### config.mk
export PLATFORM = sky130hd
export DESIGN_NAME = stream_dispatcher_flat
export DESIGN_NICKNAME = d
export VERILOG_FILES = /design/src/rtl/stream_dispatcher_pkg.sv /design/src/rtl/stream_dispatcher_if.sv /design/src/rtl/stream_dispatcher_reg_slice.sv /design/src/rtl/stream_dispatcher.sv /design/src/flat_wrapper.sv
export SDC_FILE = /design/constraint.sdc
export NUM_CORES = 1
export LEC_CHECK = 0
export BUFFER_PORTS_ARGS = -buffer_cell sky130_fd_sc_hd__buf_2
export CORE_MARGIN = 2
export CORE_UTILIZATION = 46
export CTS_CLUSTER_DIAMETER = 200
export DETAILED_ROUTE_END_ITERATION = 8
export PLACE_DENSITY = 0.76
export RECOVER_POWER = 25
export SETUP_SLACK_MARGIN = 0.05
export SLEW_MARGIN = 20
export SYNTH_ARGS = -nofsm -noshare
export SYNTH_HDL_FRONTEND = slang
export SYNTH_HIERARCHICAL = 1
export SYNTH_SLANG_ARGS = --single-unit
### constraint.sdc
create_clock -name clk -period 2.45 [get_ports clk]
set_input_delay 0.245 -clock clk [delete_from_list [all_inputs] [get_ports clk]]
set_output_delay 0.245 -clock clk [all_outputs]
set_load 0.01 [all_outputs]
### src/rtl/stream_dispatcher_pkg.sv
// Shared definitions for the stream dispatcher slice.
// Contents: default widths used by the interface and top, and the dispatcher FSM encoding.
package stream_dispatcher_pkg;

  localparam int unsigned STREAM_COUNT_DEF = 2;
  localparam int unsigned T_DATA_WIDTH_DEF = 8;
  localparam int unsigned T_ID_WIDTH_DEF   = 4;
  localparam int unsigned T_QOS_WIDTH_DEF  = 4;
  localparam int unsigned DROP_CNT_W_DEF   = 8;

  typedef enum logic [1:0] {
    ST_IDLE  = 2'd0,
    ST_ROUTE = 2'd1,
    ST_DROP  = 2'd2
  } state_e;

endpackage

### src/rtl/stream_dispatcher_if.sv
// Bus bundle for the stream dispatcher: one merged input stream plus the fanned-out
// per-stream outputs and the dropped-packet count.
// Modports:
//   slave  - dispatcher side (consumes s_*, m_ready_i; drives s_ready_o, m_*, drop_cnt_o)
//   master - environment side (the mirror image)
interface stream_dispatcher_if
  import stream_dispatcher_pkg::*;
#(
  parameter int unsigned STREAM_COUNT = STREAM_COUNT_DEF,
  parameter int unsigned T_DATA_WIDTH = T_DATA_WIDTH_DEF,
  parameter int unsigned T_ID_WIDTH   = T_ID_WIDTH_DEF,
  parameter int unsigned T_QOS__WIDTH = T_QOS_WIDTH_DEF,
  parameter int unsigned DROP_CNT_W   = DROP_CNT_W_DEF
);

  logic [T_DATA_WIDTH-1:0] s_data_i;
  logic [T_ID_WIDTH-1:0]   s_id_i;
  logic [T_QOS__WIDTH-1:0] s_qos_i;
  logic                    s_last_i;
  logic                    s_valid_i;
  logic                    s_ready_o;

  logic [T_DATA_WIDTH-1:0] m_data_o [0:STREAM_COUNT-1];
  logic [T_QOS__WIDTH-1:0] m_qos_o  [0:STREAM_COUNT-1];
  logic [STREAM_COUNT-1:0] m_last_o;
  logic [STREAM_COUNT-1:0] m_valid_o;
  logic [STREAM_COUNT-1:0] m_ready_i;

  logic [DROP_CNT_W-1:0]   drop_cnt_o;

  modport slave (
    input  s_data_i, s_id_i, s_qos_i, s_last_i, s_valid_i, m_ready_i,
    output s_ready_o, m_data_o, m_qos_o, m_last_o, m_valid_o, drop_cnt_o
  );

  modport master (
    output s_data_i, s_id_i, s_qos_i, s_last_i, s_valid_i, m_ready_i,
    input  s_ready_o, m_data_o, m_qos_o, m_last_o, m_valid_o, drop_cnt_o
  );

endinterface

### src/rtl/stream_dispatcher_reg_slice.sv
// One-deep valid/ready register slice for an opaque payload.
// Ports:
//   clk, rst_n                      clock, async active-low reset
//   i_in_valid / o_in_ready         upstream handshake (o_in_ready is combinational)
//   i_in_payload                    payload captured on upstream accept
//   o_out_valid / i_out_ready       downstream handshake
//   o_out_payload                   registered payload, held while not consumed
module stream_dispatcher_reg_slice #(
  parameter int unsigned PAYLOAD_W = 8
) (
  input  logic                 clk,
  input  logic                 rst_n,
  input  logic                 i_in_valid,
  output logic                 o_in_ready,
  input  logic [PAYLOAD_W-1:0] i_in_payload,
  output logic                 o_out_valid,
  output logic [PAYLOAD_W-1:0] o_out_payload,
  input  logic                 i_out_ready
);

  logic                 r_valid;
  logic [PAYLOAD_W-1:0] r_payload;

  // Empty, or draining this cycle: a new beat can replace the old one with no bubble.
  assign o_in_ready    = ~r_valid | i_out_ready;
  assign o_out_valid   = r_valid;
  assign o_out_payload = r_payload;

  // Load has priority over unload so a simultaneous load/unload keeps the slot full.
  always_ff @(posedge clk or negedge rst_n) begin
    if (!rst_n) begin
      r_valid   <= 1'b0;
      r_payload <= '0;
    end else if (i_in_valid && o_in_ready) begin
      r_valid   <= 1'b1;
      r_payload <= i_in_payload;
    end else if (i_out_ready) begin
      r_valid   <= 1'b0;
    end
  end

endmodule

### src/rtl/stream_dispatcher.sv
// Routes packets of one merged valid/ready stream to STREAM_COUNT output streams,
// selected by the TID of each packet's first beat and locked until TLAST. QoS is
// captured on the first beat and travels with every beat. Packets whose TID is out of
// range are consumed without output and counted in a saturating drop counter.
// Ports:
//   clk   clock, rising edge
//   nrst  async active-low reset
//   bus   stream_dispatcher_if.slave: s_* input stream, m_* per-stream outputs,
//         drop_cnt_o dropped-packet count
module stream_dispatcher
  import stream_dispatcher_pkg::*;
#(
  parameter int unsigned STREAM_COUNT = STREAM_COUNT_DEF,
  parameter int unsigned T_DATA_WIDTH = T_DATA_WIDTH_DEF,
  parameter int unsigned T_ID_WIDTH   = T_ID_WIDTH_DEF,
  parameter int unsigned T_QOS__WIDTH = T_QOS_WIDTH_DEF,
  parameter int unsigned DROP_CNT_W   = DROP_CNT_W_DEF
) (
  input  logic                 clk,
  input  logic                 nrst,
  stream_dispatcher_if.slave   bus
);

  localparam int unsigned PAYLOAD_W = T_DATA_WIDTH + 1 + T_QOS__WIDTH + T_ID_WIDTH;

  localparam logic [1:0] IDLE  = ST_IDLE;
  localparam logic [1:0] ROUTE = ST_ROUTE;
  localparam logic [1:0] DROP  = ST_DROP;

  logic [1:0]              r_state;
  logic [1:0]              w_state_nxt;
  logic [T_ID_WIDTH-1:0]   r_sel;
  logic [T_QOS__WIDTH-1:0] r_qos;
  logic [DROP_CNT_W-1:0]   r_drop_cnt;

  logic                    w_id_ok;
  logic                    w_s_ready;
  logic                    w_accept;
  logic                    w_drop_done;
  logic                    w_slice_in_valid;
  logic                    w_slice_in_ready;
  logic [T_ID_WIDTH-1:0]   w_route_idx;
  logic [T_QOS__WIDTH-1:0] w_route_qos;
  logic [PAYLOAD_W-1:0]    w_in_payload;
  logic [PAYLOAD_W-1:0]    w_out_payload;
  logic                    w_out_valid;
  logic                    w_out_ready;
  logic [T_DATA_WIDTH-1:0] w_out_data;
  logic                    w_out_last;
  logic [T_QOS__WIDTH-1:0] w_out_qos;
  logic [T_ID_WIDTH-1:0]   w_out_idx;

  logic [T_DATA_WIDTH-1:0] w_m_data  [0:STREAM_COUNT-1];
  logic [T_QOS__WIDTH-1:0] w_m_qos   [0:STREAM_COUNT-1];
  logic [STREAM_COUNT-1:0] w_m_last;
  logic [STREAM_COUNT-1:0] w_m_valid;

  // One extra bit so STREAM_COUNT == 2**T_ID_WIDTH does not wrap to zero.
  assign w_id_ok = ({1'b0, bus.s_id_i} < (T_ID_WIDTH + 1)'(STREAM_COUNT));

  // DROP sinks beats unconditionally; otherwise readiness follows the output slot.
  always_comb begin
    w_s_ready = 1'b0;
    if (nrst) begin
      w_s_ready = (r_state == DROP) ? 1'b1 : w_slice_in_ready;
    end
  end

  assign bus.s_ready_o = w_s_ready;
  assign w_accept      = bus.s_valid_i & w_s_ready;

  // Only routable beats enter the output slot.
  assign w_slice_in_valid = bus.s_valid_i & nrst &
                            ((r_state == ROUTE) | ((r_state == IDLE) & w_id_ok));

  // First beat carries its own id/qos; later beats use the locked route.
  assign w_route_idx  = (r_state == IDLE) ? bus.s_id_i  : r_sel;
  assign w_route_qos  = (r_state == IDLE) ? bus.s_qos_i : r_qos;
  assign w_in_payload = {bus.s_data_i, bus.s_last_i, w_route_qos, w_route_idx};

  // A drop completes on the last beat of an out-of-range packet, single-beat included.
  assign w_drop_done = w_accept & bus.s_last_i &
                       ((r_state == DROP) | ((r_state == IDLE) & ~w_id_ok));

  // FSM state register.
  always_ff @(posedge clk or negedge nrst) begin
    if (!nrst) begin
      r_state <= IDLE;
    end else begin
      r_state <= w_state_nxt;
    end
  end

  // FSM next-state logic.
  always_comb begin
    w_state_nxt = r_state;
    case (r_state)
      IDLE: begin
        if (w_accept && !bus.s_last_i) begin
          w_state_nxt = w_id_ok ? ROUTE : DROP;
        end
      end
      ROUTE, DROP: begin
        if (w_accept && bus.s_last_i) begin
          w_state_nxt = IDLE;
        end
      end
      default: w_state_nxt = IDLE;
    endcase
  end

  // Route latch, captured on an accepted in-range first beat.
  always_ff @(posedge clk or negedge nrst) begin
    if (!nrst) begin
      r_sel <= '0;
      r_qos <= '0;
    end else if ((r_state == IDLE) && w_accept && w_id_ok) begin
      r_sel <= bus.s_id_i;
      r_qos <= bus.s_qos_i;
    end
  end

  // Saturating dropped-packet counter.
  always_ff @(posedge clk or negedge nrst) begin
    if (!nrst) begin
      r_drop_cnt <= '0;
    end else if (w_drop_done && (r_drop_cnt != '1)) begin
      r_drop_cnt <= r_drop_cnt + DROP_CNT_W'(1);
    end
  end

  assign bus.drop_cnt_o = r_drop_cnt;

  stream_dispatcher_reg_slice #(
    .PAYLOAD_W (PAYLOAD_W)
  ) u_slice (
    .clk           (clk),
    .rst_n         (nrst),
    .i_in_valid    (w_slice_in_valid),
    .o_in_ready    (w_slice_in_ready),
    .i_in_payload  (w_in_payload),
    .o_out_valid   (w_out_valid),
    .o_out_payload (w_out_payload),
    .i_out_ready   (w_out_ready)
  );

  assign {w_out_data, w_out_last, w_out_qos, w_out_idx} = w_out_payload;

  // Only the targeted stream's ready can drain the slot.
  always_comb begin
    w_out_ready = 1'b0;
    for (int k = 0; k < int'(STREAM_COUNT); k++) begin
      if (w_out_idx == T_ID_WIDTH'(k)) begin
        w_out_ready = bus.m_ready_i[k];
      end
    end
  end

  // Fan-out decode: only the targeted stream sees the slot contents.
  always_comb begin
    w_m_valid = '0;
    w_m_last  = '0;
    for (int k = 0; k < int'(STREAM_COUNT); k++) begin
      w_m_data[k] = '0;
      w_m_qos[k]  = '0;
      if (w_out_idx == T_ID_WIDTH'(k)) begin
        w_m_valid[k] = w_out_valid;
        w_m_last[k]  = w_out_last;
        w_m_data[k]  = w_out_data;
        w_m_qos[k]   = w_out_qos;
      end
    end
  end

  assign bus.m_valid_o = w_m_valid;
  assign bus.m_last_o  = w_m_last;
  assign bus.m_data_o  = w_m_data;
  assign bus.m_qos_o   = w_m_qos;

endmodule
### src/flat_wrapper.sv
// flat-port wrapper written by rule: the top's interface ports become plain ports
module stream_dispatcher_flat import stream_dispatcher_pkg::*;
#(
  parameter int unsigned STREAM_COUNT = STREAM_COUNT_DEF,
  parameter int unsigned T_DATA_WIDTH = T_DATA_WIDTH_DEF,
  parameter int unsigned T_ID_WIDTH   = T_ID_WIDTH_DEF,
  parameter int unsigned T_QOS__WIDTH = T_QOS_WIDTH_DEF,
  parameter int unsigned DROP_CNT_W   = DROP_CNT_W_DEF
)
  (clk, nrst, bus_s_data_i, bus_s_id_i, bus_s_qos_i, bus_s_last_i, bus_s_valid_i, bus_m_ready_i, bus_s_ready_o, bus_m_data_o, bus_m_qos_o, bus_m_last_o, bus_m_valid_o, bus_drop_cnt_o);
  stream_dispatcher_if #(.STREAM_COUNT(STREAM_COUNT), .T_DATA_WIDTH(T_DATA_WIDTH), .T_ID_WIDTH(T_ID_WIDTH), .T_QOS__WIDTH(T_QOS__WIDTH), .DROP_CNT_W(DROP_CNT_W)) bus_i ();
  input  logic clk;
  input  logic nrst;
  input wire logic [$bits(bus_i.s_data_i)-1:0] bus_s_data_i;
  input wire logic [$bits(bus_i.s_id_i)-1:0] bus_s_id_i;
  input wire logic [$bits(bus_i.s_qos_i)-1:0] bus_s_qos_i;
  input wire logic [$bits(bus_i.s_last_i)-1:0] bus_s_last_i;
  input wire logic [$bits(bus_i.s_valid_i)-1:0] bus_s_valid_i;
  input wire logic [$bits(bus_i.m_ready_i)-1:0] bus_m_ready_i;
  output wire logic [$bits(bus_i.s_ready_o)-1:0] bus_s_ready_o;
  output wire logic [$bits(bus_i.m_data_o)-1:0] bus_m_data_o;
  output wire logic [$bits(bus_i.m_qos_o)-1:0] bus_m_qos_o;
  output wire logic [$bits(bus_i.m_last_o)-1:0] bus_m_last_o;
  output wire logic [$bits(bus_i.m_valid_o)-1:0] bus_m_valid_o;
  output wire logic [$bits(bus_i.drop_cnt_o)-1:0] bus_drop_cnt_o;
  assign bus_i.s_data_i = bus_s_data_i;
  assign bus_i.s_id_i = bus_s_id_i;
  assign bus_i.s_qos_i = bus_s_qos_i;
  assign bus_i.s_last_i = bus_s_last_i;
  assign bus_i.s_valid_i = bus_s_valid_i;
  assign bus_i.m_ready_i = bus_m_ready_i;
  assign bus_s_ready_o = bus_i.s_ready_o;
  assign bus_m_data_o = {>>{bus_i.m_data_o}};
  assign bus_m_qos_o = {>>{bus_i.m_qos_o}};
  assign bus_m_last_o = bus_i.m_last_o;
  assign bus_m_valid_o = bus_i.m_valid_o;
  assign bus_drop_cnt_o = bus_i.drop_cnt_o;
  stream_dispatcher #(.STREAM_COUNT(STREAM_COUNT), .T_DATA_WIDTH(T_DATA_WIDTH), .T_ID_WIDTH(T_ID_WIDTH), .T_QOS__WIDTH(T_QOS__WIDTH), .DROP_CNT_W(DROP_CNT_W)) u_core (.clk(clk), .nrst(nrst), .bus(bus_i));
endmodule
==> impl_metrics.py <==
metrics = {
    "outcome": {
        "status": "finished clean",
    },
    "sta": {
        "finalHoldViolCount": 0,
        "fmax_mhz": 436,
        "min_period_over_period_pct": 93.5,
        "fin_crit_ps": 2290,
        "drv_slew": 0,
        "setup_viol": 0,
        "whs_ps": 207,
        "skew_ps": 2.96,
        "worst_pin_slew_ps": 662,
        "relSlewSlack_pct": 55.9,
        "fin_ws_ps": 158,
        "setup_tns_ps": 0,
        "rsz0062_at_grt": "no",
    },
    "floorplanning": {
        "die_x_um": 68.5,
        "core_area_sq_mm": 0.00400,
        "start_util_pct": 47.8,
        "rows": 23,
        "die_h_um": 68.5,
        "die_area_sq_mm": 0.00469,
        "pin_count": 59,
    },
    "power_and_ir_drop": {
        "power.density_mw_per_mm2": 1030,
        "p_int_mw": 1.66,
        "comb_power_share_pct": 41.9,
        "switching_power_mw": 0.807,
        "swShare_pct": 32.7,
        "pwr-share-clk_pct": 17.5,
        "pwr-share-seq_pct": 40.6,
        "ir_drop_uv": 491,
        "power.leakage_nw": 1.23,
    },
    "grt": {
        "use_met2_pct": 23.8,
        "grt_pass1_vias": 1147,
        "track_usage_pct": 15.7,
        "met1_usage_pct": 21.1,
        "grt_max_degree": 18,
        "met3_usage_pct": 3.95,
        "grt_most_used_layer": "met2",
        "grt_overflow_total": 0,
        "antenna_found_initial": 0,
        "grt_pass1_wl_um": 5380,
    },
    "clocking": {
        "clockBufferDepth": 2,
        "h-tree-depth": 2,
        "cts_tree": "done",
        "clk_pin_slew_worst_paths_ps": 70,
        "ctsResizeCount": 0,
        "clock-sinks": 36,
        "insertion_delay_ps": 270,
        "cts_made_buffers": 5,
        "postCtsSetupBuffers": 0,
        "cts_root_buf": "clkbuf_8",
        "ctsHoldBuffers": 1,
    },
    "critical_path": {
        "crit_slowest_cell": "a2111oi_4",
        "endpoint_kind": "flip-flop",
        "crit_required_ps": 2610,
        "r2r-end": "u_core/bus.drop_cnt_o[1]$_DFFE_PN0P_",
        "start_kind": "flip-flop",
        "crit_start": "u_core/u_slice/o_out_payload[3]$_DFFE_PN0P_",
        "worstRegToRegCells": 7,
        "reg2reg_setup_slack_ps": 160,
        "timing.critical_path.buf_inv": 0,
        "crit_family": "compound AO/OA/AOI/OAI gates",
        "critPathKind": "flip-flop to flip-flop",
        "max_stage_delay_ps": 540,
        "crit_path_max_fanout": 7,
        "worstPathArrival_ps": 2450,
        "path_cells": "nor4b_2, a22o_1, nand2b_4, a21oi_2, a2111oi_4, nand2_2, mux2_4",
        "reg2reg_from": "u_core/u_slice/o_out_payload[3]$_DFFE_PN0P_",
    },
    "min_path": {
        "worstHoldStart": "bus_s_data_i[0]",
        "min_to": "u_core/u_slice/o_out_payload[9]$_DFFE_PN0P_",
        "hold_class": "input pin to flip-flop",
        "hold_depth": 2,
    },
    "cells_and_area": {
        "fin_nets": 249,
        "seq_area_sq_um": 901,
        "final_common_cell": "buf_2",
        "layout_common_cells": "58 x buf_2, 36 x dfrtp_1, 28 x and2_1",
        "layout-drive-gt1-share_pct": 48.9,
        "area.growth.synth_to_final_pct": 25.2,
        "num_antenna_cells": 0,
        "fillers": 336,
        "multi_input_area_sq_um": 977,
    },
    "logic_synthesis": {
        "netlist.area_leader.share_pct": 47.1,
        "yosys.area_share.simple_pct": 18.9,
        "synth_edf_count": 0,
        "synthMuxAreaShare_pct": 20.4,
        "synth.distinct_cells": 37,
        "synth_seq_area_share_pct": 47.1,
        "syn_inst": 155,
        "avgSynthCellArea_sq_um": 12.3,
        "synth-xor-area-share_pct": 3.21,
        "ys_top_cells_by_area": "dfrtp_1 47%, mux2_2 12%, and2_1 9.2%",
        "synth_top_family_by_area": "multiplexers",
        "synth_compound_area_share_pct": 5.30,
        "synthArstFlopShare_pct": 100,
        "synth_nets": 181,
        "ys_ff_latch": 36,
        "yosys_warnings": 6,
        "synthAdderAreaFrac_pct": 2.62,
        "ys.flop_type": "dfrtp_1",
        "yosysTopAreaCell": "dfrtp_1",
        "syn_area_sq_mm": 0.00191,
    },
    "drt": {
        "dr.pass1.iters": 4,
        "wl_per_cell_um": 13.1,
        "vias_per_cell": 5.02,
        "drcViolationCount": 0,
        "vias": 1371,
        "drt_iter0_markers": 48,
        "wl_um": 3590,
        "ant_nets": 0,
    },
    "run": {
        "drv_cap": 0,
    },
    "place": {
        "gp_congestion": 0.795,
        "place_ws_ps": 187,
        "port-buffer-count": 58,
        "hpwl_um": 2690,
    },
}
[layer usage]
metal,part of all wire (%),wire [um]
met1,46,1650
met4,0.75,27
met5,0,0
met2,46,1640
met3,7.6,273
[power groups by stage]
stage	registers [mW]	clock network (mW)	logic, mW
5_1_grt	1.04	0.471	1.13
3_5_place_dp	1.01	0	1.04
6_report	1.00	0.433	1.03
4_1_cts	1.00	0.447	1.05
2_1_floorplan	0.970	0	0.715
3_3_place_gp	0.998	0	1.02
[kinds of logic (layout without fill, tap and decap cells)]
kind of cell,Yosys count,in the layout
fa+ha+maj,4,4
flops,36,36
compound gates,11,11
xor+xnor,7,7
buf+inv,8,76
mux,31,31
simple gates,58,58
[worst register-to-register path, cell delays in order (launching register included)]
cell	delay [ps]
dfrtp_1	410
nor4b_2	340
a22o_1	190
nand2b_4	160
a21oi_2	90
a2111oi_4	540
nand2_2	130
mux2_4	320
[state kept, by name, indices dropped and copies added (netlist names)]
| name | count |
|---|---|
| u_core/u_slice/o_out_valid | 1 |
| u_core/r_state | 2 |
| u_core/r_qos | 4 |
| u_core/bus.drop_cnt_o | 8 |
| u_core/u_slice/o_out_payload | 17 |
| u_core/r_sel | 4 |
[stage by stage]
stage | power (mW) | area [sq um] | std cells | utilization [%]
after floorplan | 1.69 | 1910 | 155 | -
after CTS | 2.50 | 2400 | 273 | 59.9
final | 2.47 | 2390 | 273 | 59.8
after global placement | 2.02 | 2290 | 265 | 57.3
after detailed placement | 2.05 | 2290 | 265 | 57.3
after global routing | 2.64 | 2390 | 273 | 59.8
[cells in the mapped netlist (all sizes together), types with 2 or more instances]
cell type   n
nor2b       3
nand4       2
mux2       31
nand3       4
buf         2
dfrtp      36
ha          4
xnor2       7
a21oi       2
nor2        4
and2       28
o2bb2ai     2
or3         2
nand2       6
inv         4
o21ai       2
clkbuf      2
[worst max-delay path by stage]
stage,cells past startpoint,slack (ps),end
final,7,160,u_core/bus.drop_cnt_o[1]$_DFFE_PN0P_
after global routing,7,80,u_core/bus.drop_cnt_o[1]$_DFFE_PN0P_
after CTS,7,170,u_core/bus.drop_cnt_o[1]$_DFFE_PN0P_
after detailed placement,7,190,u_core/bus.drop_cnt_o[1]$_DFFE_PN0P_
after global placement,7,270,u_core/bus.drop_cnt_o[1]$_DFFE_PN0P_
after floorplan,7,100,u_core/bus.drop_cnt_o[1]$_DFFE_PN0P_
[final cells by class]
type | count | area share [%]
clock buffer | 7 | 4.03
timing repair buffer | 65 | 14.3
tap | 50 | 2.61
inverter | 4 | 0.627
sequential | 36 | 37.6
multi-input combinational | 111 | 40.8
Note: power is estimated with default switching activity, not from simulation.
